`src/rtl/lfgm_pkg.sv`:
```
// rtl/lfgm_pkg.sv - shared lifegame step codes, judge result codes and grid defaults
package lfgm_pkg;
    localparam int LP_GW_DEF = 80;
    localparam int LP_GH_DEF = 60;

    localparam logic LP_GN_DEAD = 1'b0;
    localparam logic LP_GN_LIVE = 1'b1;

    typedef enum logic [4:0] {
        ST_PRE_READ = 5'd0,
        ST_READ     = 5'd1,
        ST_SHIFTIN  = 5'd5,
        ST_CHK_UL   = 5'd6,
        ST_CHK_U    = 5'd7,
        ST_CHK_UR   = 5'd8,
        ST_CHK_L    = 5'd9,
        ST_CHK_R    = 5'd10,
        ST_CHK_LL   = 5'd11,
        ST_CHK_LO   = 5'd12,
        ST_CHK_LR   = 5'd13,
        ST_JDG      = 5'd14,
        ST_DLT      = 5'd15,
        ST_WRITE    = 5'd16,
        ST_WAIT     = 5'd17
    } lfgm_state_t;

    // Birth on exactly three live neighbours, survival on two or three
    function automatic logic lfgm_next_cell(input logic alive, input logic [3:0] n_live);
        return ((n_live == 4'd3) || (alive && n_live == 4'd2)) ? LP_GN_LIVE : LP_GN_DEAD;
    endfunction
endpackage

```
`src/rtl/lfgm_row_win.sv`:
```
// rtl/lfgm_row_win.sv - three-row capture, guarded window and neighbour extraction
module lfgm_row_win
    import lfgm_pkg::*;
#(
    parameter int GW = LP_GW_DEF
) (
    input  logic          clk,
    input  logic          rst,
    input  logic          rd_en,
    input  logic          cap_en,
    input  logic [GW-1:0] rd_data,
    input  logic          load,
    input  logic [6:0]    x,
    output logic          t_cell,
    output logic [7:0]    ad_cells
);
    logic          rd_en_q;
    logic [GW-1:0] cap_up, cap_mid, cap_lo;
    logic [GW+1:0] win_up, win_mid, win_lo;
    logic [2:0]    nb_up, nb_mid, nb_lo;

    always_ff @(posedge clk or posedge rst) begin
        if (rst) begin
            rd_en_q <= 1'b0;
            cap_up  <= '0;
            cap_mid <= '0;
            cap_lo  <= '0;
            win_up  <= '0;
            win_mid <= '0;
            win_lo  <= '0;
        end else begin
            rd_en_q <= rd_en;
            // Rows that were never requested come in as dead, whatever the bus holds
            if (cap_en) begin
                cap_up  <= cap_mid;
                cap_mid <= cap_lo;
                cap_lo  <= rd_en_q ? rd_data : '0;
            end
            if (load) begin
                win_up  <= {1'b0, cap_up, 1'b0};
                win_mid <= {1'b0, cap_mid, 1'b0};
                win_lo  <= {1'b0, cap_lo, 1'b0};
            end
        end
    end

    // Window column x+1 holds cell x, so the 3-wide slice at x covers x-1..x+1
    assign nb_up  = 3'(win_up >> x);
    assign nb_mid = 3'(win_mid >> x);
    assign nb_lo  = 3'(win_lo >> x);

    assign t_cell   = nb_mid[1];
    assign ad_cells = {nb_up[0], nb_up[1], nb_up[2], nb_mid[0], nb_mid[2],
                       nb_lo[0], nb_lo[1], nb_lo[2]};
endmodule

```
`src/rtl/lfgm_seq.sv`:
```
// rtl/lfgm_seq.sv - generation sequencer: row reads, per-cell judge stepping, row writes
module lfgm_seq
    import lfgm_pkg::*;
#(
    parameter int GW = LP_GW_DEF,
    parameter int GH = LP_GH_DEF
) (
    input  logic          clk,
    input  logic          rst,
    input  logic          start,
    input  logic          clr,
    output logic          busy,
    output logic          done,
    output logic          gen_bank,
    output logic          rd_en,
    output logic [5:0]    rd_addr,
    input  logic [GW-1:0] rd_data,
    output logic          wr_en,
    output logic [5:0]    wr_addr,
    output logic [GW-1:0] wr_data,
    output logic [4:0]    state,
    output logic          start_jdg,
    output logic          jdg_en,
    output logic          t_cell,
    output logic [7:0]    ad_cells,
    input  logic          end_jdge,
    input  logic          nxt_gen_cell,
    output logic          err
);
    localparam logic [GW-1:0] ONE = GW'(1);

    lfgm_state_t   st;
    logic [6:0]    x;
    logic [5:0]    y;
    logic [1:0]    rcnt;
    logic [GW-1:0] row_buf;
    logic          clr_lat;
    logic          y_first, y_last, x_last, cell_bit, jdg_miss;

    assign y_first  = (y == 6'd0);
    assign y_last   = (y == 6'(GH - 1));
    assign x_last   = (x == 7'(GW - 1));
    assign cell_bit = (!clr_lat && end_jdge) ? nxt_gen_cell : LP_GN_DEAD;
    assign jdg_miss = !clr_lat && !end_jdge;

    always_comb begin
        rd_en   = 1'b0;
        rd_addr = '0;
        if (st == ST_PRE_READ && !y_first) begin
            rd_en   = 1'b1;
            rd_addr = y - 6'd1;
        end else if (st == ST_READ && rcnt == 2'd0) begin
            rd_en   = 1'b1;
            rd_addr = y;
        end else if (st == ST_READ && rcnt == 2'd1 && !y_last) begin
            rd_en   = 1'b1;
            rd_addr = y + 6'd1;
        end
    end

    assign wr_en     = (st == ST_WRITE);
    assign wr_addr   = y;
    assign wr_data   = {cell_bit, row_buf[GW-2:0]};
    assign state     = st;
    assign start_jdg = (st == ST_SHIFTIN);
    assign jdg_en    = ~clr_lat;

    always_ff @(posedge clk or posedge rst) begin
        if (rst) begin
            st       <= ST_WAIT;
            x        <= '0;
            y        <= '0;
            rcnt     <= '0;
            row_buf  <= '0;
            clr_lat  <= 1'b1;
            busy     <= 1'b0;
            done     <= 1'b0;
            gen_bank <= 1'b0;
            err      <= 1'b0;
        end else begin
            done <= 1'b0;
            case (st)
                ST_WAIT: begin
                    if (start && !done) begin
                        st      <= ST_PRE_READ;
                        x       <= '0;
                        y       <= '0;
                        clr_lat <= clr;
                        err     <= 1'b0;
                        busy    <= 1'b1;
                    end
                end
                ST_PRE_READ: begin
                    st   <= ST_READ;
                    rcnt <= '0;
                end
                ST_READ: begin
                    rcnt <= rcnt + 2'd1;
                    if (rcnt == 2'd2) st <= ST_DLT;
                end
                ST_DLT: st <= ST_SHIFTIN;
                ST_SHIFTIN: begin
                    // The judge result arriving now belongs to the previous cell
                    if (x != 7'd0) begin
                        row_buf <= (row_buf & ~(ONE << (x - 7'd1))) |
                                   ({{(GW-1){1'b0}}, cell_bit} << (x - 7'd1));
                        if (jdg_miss) err <= 1'b1;
                    end
                    st <= ST_CHK_UL;
                end
                ST_CHK_UL, ST_CHK_U, ST_CHK_UR, ST_CHK_L,
                ST_CHK_R, ST_CHK_LL, ST_CHK_LO, ST_CHK_LR: begin
                    st <= lfgm_state_t'(st + 5'd1);
                end
                ST_JDG: begin
                    if (x_last) begin
                        st <= ST_WRITE;
                    end else begin
                        st <= ST_SHIFTIN;
                        x  <= x + 7'd1;
                    end
                end
                ST_WRITE: begin
                    row_buf <= {cell_bit, row_buf[GW-2:0]};
                    if (jdg_miss) err <= 1'b1;
                    if (y_last) begin
                        st       <= ST_WAIT;
                        done     <= 1'b1;
                        busy     <= 1'b0;
                        gen_bank <= ~gen_bank;
                    end else begin
                        st <= ST_PRE_READ;
                        y  <= y + 6'd1;
                        x  <= '0;
                    end
                end
                default: st <= ST_WAIT;
            endcase
        end
    end

    lfgm_row_win #(.GW(GW)) u_win (
        .clk      (clk),
        .rst      (rst),
        .rd_en    (rd_en),
        .cap_en   (st == ST_READ),
        .rd_data  (rd_data),
        .load     (st == ST_DLT),
        .x        (x),
        .t_cell   (t_cell),
        .ad_cells (ad_cells)
    );
endmodule

```
`config.mk`:
```
export PLATFORM = sky130hd
export DESIGN_NAME = lfgm_seq
export DESIGN_NICKNAME = d
export VERILOG_FILES = /design/src/rtl/lfgm_pkg.sv /design/src/rtl/lfgm_row_win.sv /design/src/rtl/lfgm_seq.sv
export SDC_FILE = /design/constraint.sdc
export NUM_CORES = 2
export LEC_CHECK = 0
export ABC_AREA = 1
export ABC_CLOCK_PERIOD_IN_PS = 28500
export CAP_MARGIN = 20
export CORE_MARGIN = 5
export CORE_UTILIZATION = 60
export CTS_CLUSTER_DIAMETER = 60
export DETAILED_ROUTE_END_ITERATION = 16
export GPL_TIMING_DRIVEN = 1
export PLACE_DENSITY = 0.9
export SETUP_SLACK_MARGIN = 0.1
export SYNTH_ARGS = -nofsm -noshare
export SYNTH_HDL_FRONTEND = slang
export SYNTH_SLANG_ARGS = --single-unit
export TNS_END_PERCENT = 100
```
`constraint.sdc`:
```
create_clock -name clk -period 28.5 [get_ports clk]
set_input_delay 5.7 -clock clk [delete_from_list [all_inputs] [get_ports clk]]
set_output_delay 5.7 -clock clk [all_outputs]
set_load 0.1 [all_outputs]
```
# == Word-level counts from Yosys, hierarchy flattened ==
# Index checks and enable logic that the tools add are counted.
# totals
reg_bits,586
latchBits,0
mem_bits_rw,0
romBits,0
in_bits,86
wordCells,122
mem_count,0
# op_classes
addsub,6
mul,0
div_mod_pow,0
n_lt_le_gt_ge,0
n_eq_ne,24
n_shift,5
mux,32
n_bitwise,6
reduce_logical,31
# op_table
op,count
$shr A81 B7 Y3,3
$mux W80,2
$pmux W80 S2,1
$and A80 B80 Y80,1
$not A80 Y80,1
$or A80 B80 Y80,1
$shl A1 B7 Y80,1
$shl A1 B7 Y80 const A,1
$eq A5 B4 Y1 const B,8
$pmux W5 S8,1
$mux W6,5
$mux W7,3
$pmux W7 S3,1
$mux W5,4
$eq A5 B3 Y1 const B,3
$pmux W6 S2,1
$reduce_and A3 Y1,4
$mux W1,11
$eq A5 B5 Y1 const B,2
$ne A2 B2 Y1 const B,4
$reduce_and A2 Y1,4
$reduce_or A8 Y1,1
$add A7 B1 Y7 const B,1
$eq A7 B7 Y1 const B,1
23 further kinds,39

# == Longest topological paths before layout ==
# depth
word_depth,7
depth_mapped,17

# == Hierarchy ==
# From an unflattened synthesis, not the netlist that was laid out.
# hier_totals
cells_unflattened,3962
hier_area_um2,30118.9
# modules_own_cells
mod,instances,cells_each,area_per_inst_um2,seq_area_each_um2
lfgm_row_win,1,3099,24060.6,12036.5
lfgm_seq,1,863,6058.3,2606.2

# == Least setup slack after synthesis ==
# Ideal clock, no wire load.
# synth_path
kind,in2out
from,input nxt_gen_cell
to,output wr_data[79]
arrival_time_ns,6.194
path_slack_ns,16.606
path_stages,3
path_buffers,1
path_cell_list,nand3_1 inv_1 buf_4
# synth_between
elab_chain_cells,1
# synth_rtl
element,line_no,rtl
"start, declared",lfgm_seq.sv:27,"input logic nxt_gen_cell,"
$mux W1,lfgm_seq.sv:43,assign cell_bit = (!clr_lat && end_jdge) ? nxt_gen_cell : LP_GN_DEAD;
"end, declared",lfgm_seq.sv:20,"output logic [GW-1:0] wr_data,"
# No other way between the ends.

# == Worst setup path in the final report ==
# layout_path
from,input end_jdge
to,output wr_data[79]
# layout_between
elab_chain_cells,2
# layout_rtl
element,line_no,rtl
"start, declared",lfgm_seq.sv:26,"input logic end_jdge,"
$logic_and A1 B1 Y1,lfgm_seq.sv:43,
$mux W1,lfgm_seq.sv:43,
# No other way between the ends.

==> impl_metrics.csv <==
group,metric,value,unit
run_status,status,"finished clean",
final_layout,area_growth,13.8,%
grt,track_usage,30.5,%
drt,dr.pass1.iters,6,
clocking,clk_latency,0.64,ns
clocking,cts_num_sinks,585,
drt,drt_iter0_drc,3782,
power_and_ir_drop,swShare,43.1,%
grt,grt_pass1_wl,142000,µm
drt,routed_via_density,5.94,
timing,finalSetupViolCount,0,
synthesis,synth_top_area_share,47.8,%
place,placed_cells,4794,
final_layout,fin_nets,4290,
critical_path,r2r_setup_slack,22.86,ns
grt,grt_max_degree,182,
power_and_ir_drop,power.total,3.12,mW
clocking,cts_hold_buffers,0,
grt,grt_pass1_vias,27800,
synthesis,synth.most_common_cell,"nand2_1",
run,cap_viol_max_count,0,
critical_path,worst_r2r_path_depth,11,
clocking,post_cts_buffers,0,
clocking,root_buffer,"clkbuf_16",
synthesis,synth.distinct_cells,45,
floorplanning,boundaryPins,200,
power_and_ir_drop,ir_drop,71.4,µV
floorplanning,core,0.0502,mm²
critical_path,crit_type,"primary input to output pin",
floorplanning,initial_core_util,60.7,%
clocking,htree_levels,2,
synthesis,syn-cell-area,0.0304,mm²
timing,drv_slew,0,
synthesis,synth_edf_count,0,
critical_path,crit_chain,"clkdlybuf4s50_1 > nand3_1 > inv_1 > clkdlybuf4s50_1",
critical_path,critPathSlowestCell,"clkdlybuf4s50_1",
floorplanning,die_x,235,µm
final_layout,final_cells,4913,
synthesis,synth_flop_cell,"dfrtp_1",
critical_path,worstSetupEndpointType,"output pin",
synthesis,yosysSeqAreaShare,48.1,%
timing,fin_crit,13.23,ns
critical_path,worstPathRequired,22.80,ns
floorplanning,rows,82,
synthesis,netlist_top_cells_count,"nand2_1 (1516), dfrtp_1 (582), o21ai_0 (517)",
timing,maxSlewHeadroom,23.3,%
drt,drt_wl_total,87700,µm
critical_path,cpMostUsedCell,"clkdlybuf4s50_1",
synthesis,syn-num-nets,4277,
floorplanning,die_h,235,µm
place,gp_congestion,0.902,
critical_path,timing.rr.start,"x[1]$_DFFE_PP0P_",
synthesis,syn_area_per_cell,7.29,µm²
synthesis,synth_area_leaders,"dfrtp_1 (48%), nand2_1 (19%), o21ai_0 (8.5%)",
drt,avgRoutedWirePerCell,17.8,µm
timing,period_share,46.4,%
floorplanning,fp.dieArea,0.0554,mm²
timing,hold_viol_final,0,
grt,grt_overflow,0,
drt,drc,0,
timing,clock_skew,0.0209,ns
clocking,cts_tree,"done",
timing,tns,0,ns
synthesis,synthCells,4175,
clocking,cts_made_buffers,60,
power_and_ir_drop,p_per_area,90.2,mW/mm²
worst_hold_path,hold_path_depth,2,
critical_path,startpoint_type,"primary input",
clocking,clkSlewWorstSetupHoldPaths,0.06,ns
final_layout,drive_above_1_share,4.62,%
worst_hold_path,hp-start,"row_buf[45]$_DFFE_PP0P_",
grt,antenna_found_initial,1,
synthesis,yosysWarnings,0,
place,port_buffers,199,
timing,rsz0062_at_grt,"no",
synthesis,synth_top_cell_by_area,"dfrtp_1",
power_and_ir_drop,pwr-share-comb,36.2,%
power_and_ir_drop,p_leak,16.0,nW
place,post-dp-hpwl,53600,µm
worst_hold_path,min_path_type,"flop to flop",
power_and_ir_drop,pwr-share-seq,36.2,%
critical_path,crit_fanout,2,
clocking,clockBufferDepth,3,
critical_path,worstPathArrival,7.53,ns
timing,timing.fmax,75.6,MHz
clocking,cts-resized-gates,0,
power_and_ir_drop,p_clk_share,27.6,%
critical_path,slowest_delay,1.13,ns
power_and_ir_drop,p_switching,1.35,mW
critical_path,timing.rr.end,"row_buf[27]$_DFFE_PP0P_",
timing,worst_pin_slew,1.15,ns
drt,vias,29200,
drt,drtAntennaViolNets,0,
worst_hold_path,holdPathEnd,"row_buf[45]$_DFFE_PP0P_",
synthesis,async_flop_share,100,%
synthesis,ys_seq_elements,585,
power_and_ir_drop,p_int,1.78,mW
-- placed cells by master (no fill, tap or decap), types with 4 or more instances in the layout --
master,Yosys,layout
dfrtp_1,582,578
clkbuf_1,140,8
clkbuf_8,0,12
ha_1,16,15
nor2_2,4,5
inv_2,9,8
or2_2,8,8
nand3_1,429,429
nand2_1,1516,1515
a31oi_1,4,4
o31ai_1,6,6
clkinv_2,0,15
o22ai_1,9,9
o21ai_1,49,49
nand4_1,53,53
o211ai_1,20,20
o221ai_1,11,11
buf_4,14,32
clkdlybuf4s50_1,0,199
nor3_1,6,6
inv_1,378,376
xor2_1,8,7
a21oi_1,106,106
nor3_2,6,6
o21ai_0,517,517
and2_1,4,4
clkbuf_16,0,61
bufinv_16,0,10
nor2_1,119,117
-- critical path, delay by kind of cell --
family        cells  cell delay [ns]
buf+inv           3             1.71
simple gates      1             0.11
-- state kept, by name, summed over array words and instances, names as in the netlist --
signal / flops
u_win.rd_en_q: 1
err: 1
u_win.cap_up: 80
wr_addr: 6
u_win.cap_mid: 80
u_win.win_up: 80
done: 1
state: 5
clr_lat: 1
u_win.win_lo: 80
u_win.cap_lo: 80
rcnt: 2
gen_bank: 1
x: 7
row_buf: 79
u_win.win_mid: 80
busy: 1
-- area by class of cell --
type	count	area [µm²]
Antenna cell	1	2.50
Clock buffer	81	1720
Clock inverter	33	448
Fill cell	3854	15500
Inverter	391	1480
Multi-Input combinational cell	2914	13200
Sequential cell	585	14700
Tap cell	672	841
Timing Repair Buffer	236	2340
-- metal layers --
layer	track usage [%]	part of all wire [%]
met1	40.1	39
met2	49.2	46
met3	6.06	10
met4	14.4	4.8
met5	0	0.015
-- through the flow --
step	cell area [µm²]	setup WS, ns	utilization (%)	hold slack, ns
detailed placement	32400	15.27	64.5	0.461
global placement	32400	15.28	64.5	0.456
floorplan	30400	6.44	-	0.449
CTS	34500	15.26	68.9	0.476
global route	34600	15.21	69.0	0.495
finish	34600	15.27	69.0	0.478
-- how the worst max path moves through the flow --
| stage | to | slack (ns) | cells past startpoint | from |
|---|---|---|---|---|
| after global routing | wr_data[79] | 15.21 | 4 | end_jdge |
| final | wr_data[79] | 15.27 | 4 | end_jdge |
| after floorplan | busy$_DFFE_PP0P_ | 6.44 | 1 | rst |
| after CTS | wr_data[79] | 15.26 | 4 | end_jdge |
| after global placement | wr_data[79] | 15.28 | 4 | end_jdge |
| after detailed placement | wr_data[79] | 15.27 | 4 | end_jdge |
-- power by group through the flow --
stage / Clock [mW] / Combinational [mW] / Sequential, mW
after floorplan: 0 / 0.549 / 1.42
after global placement: 0 / 1.09 / 1.13
after detailed placement: 0 / 1.12 / 1.14
after CTS: 0.865 / 1.12 / 1.12
after global routing: 0.899 / 1.22 / 1.15
final: 0.862 / 1.13 / 1.13
-- cells by family after synthesis --
kind of cell,count (synthesis),share of synthesized area (%)
XOR/XNOR,13,0.497
flip-flops,585,48.1
adder cells (fa/ha/maj),16,0.657
AO/OA/AOI/OAI,731,12.5
buffers and inverters,676,8.91
AND/OR/NAND/NOR,2154,29.3
No activity file was read; power rests on OpenSTA's default activity.
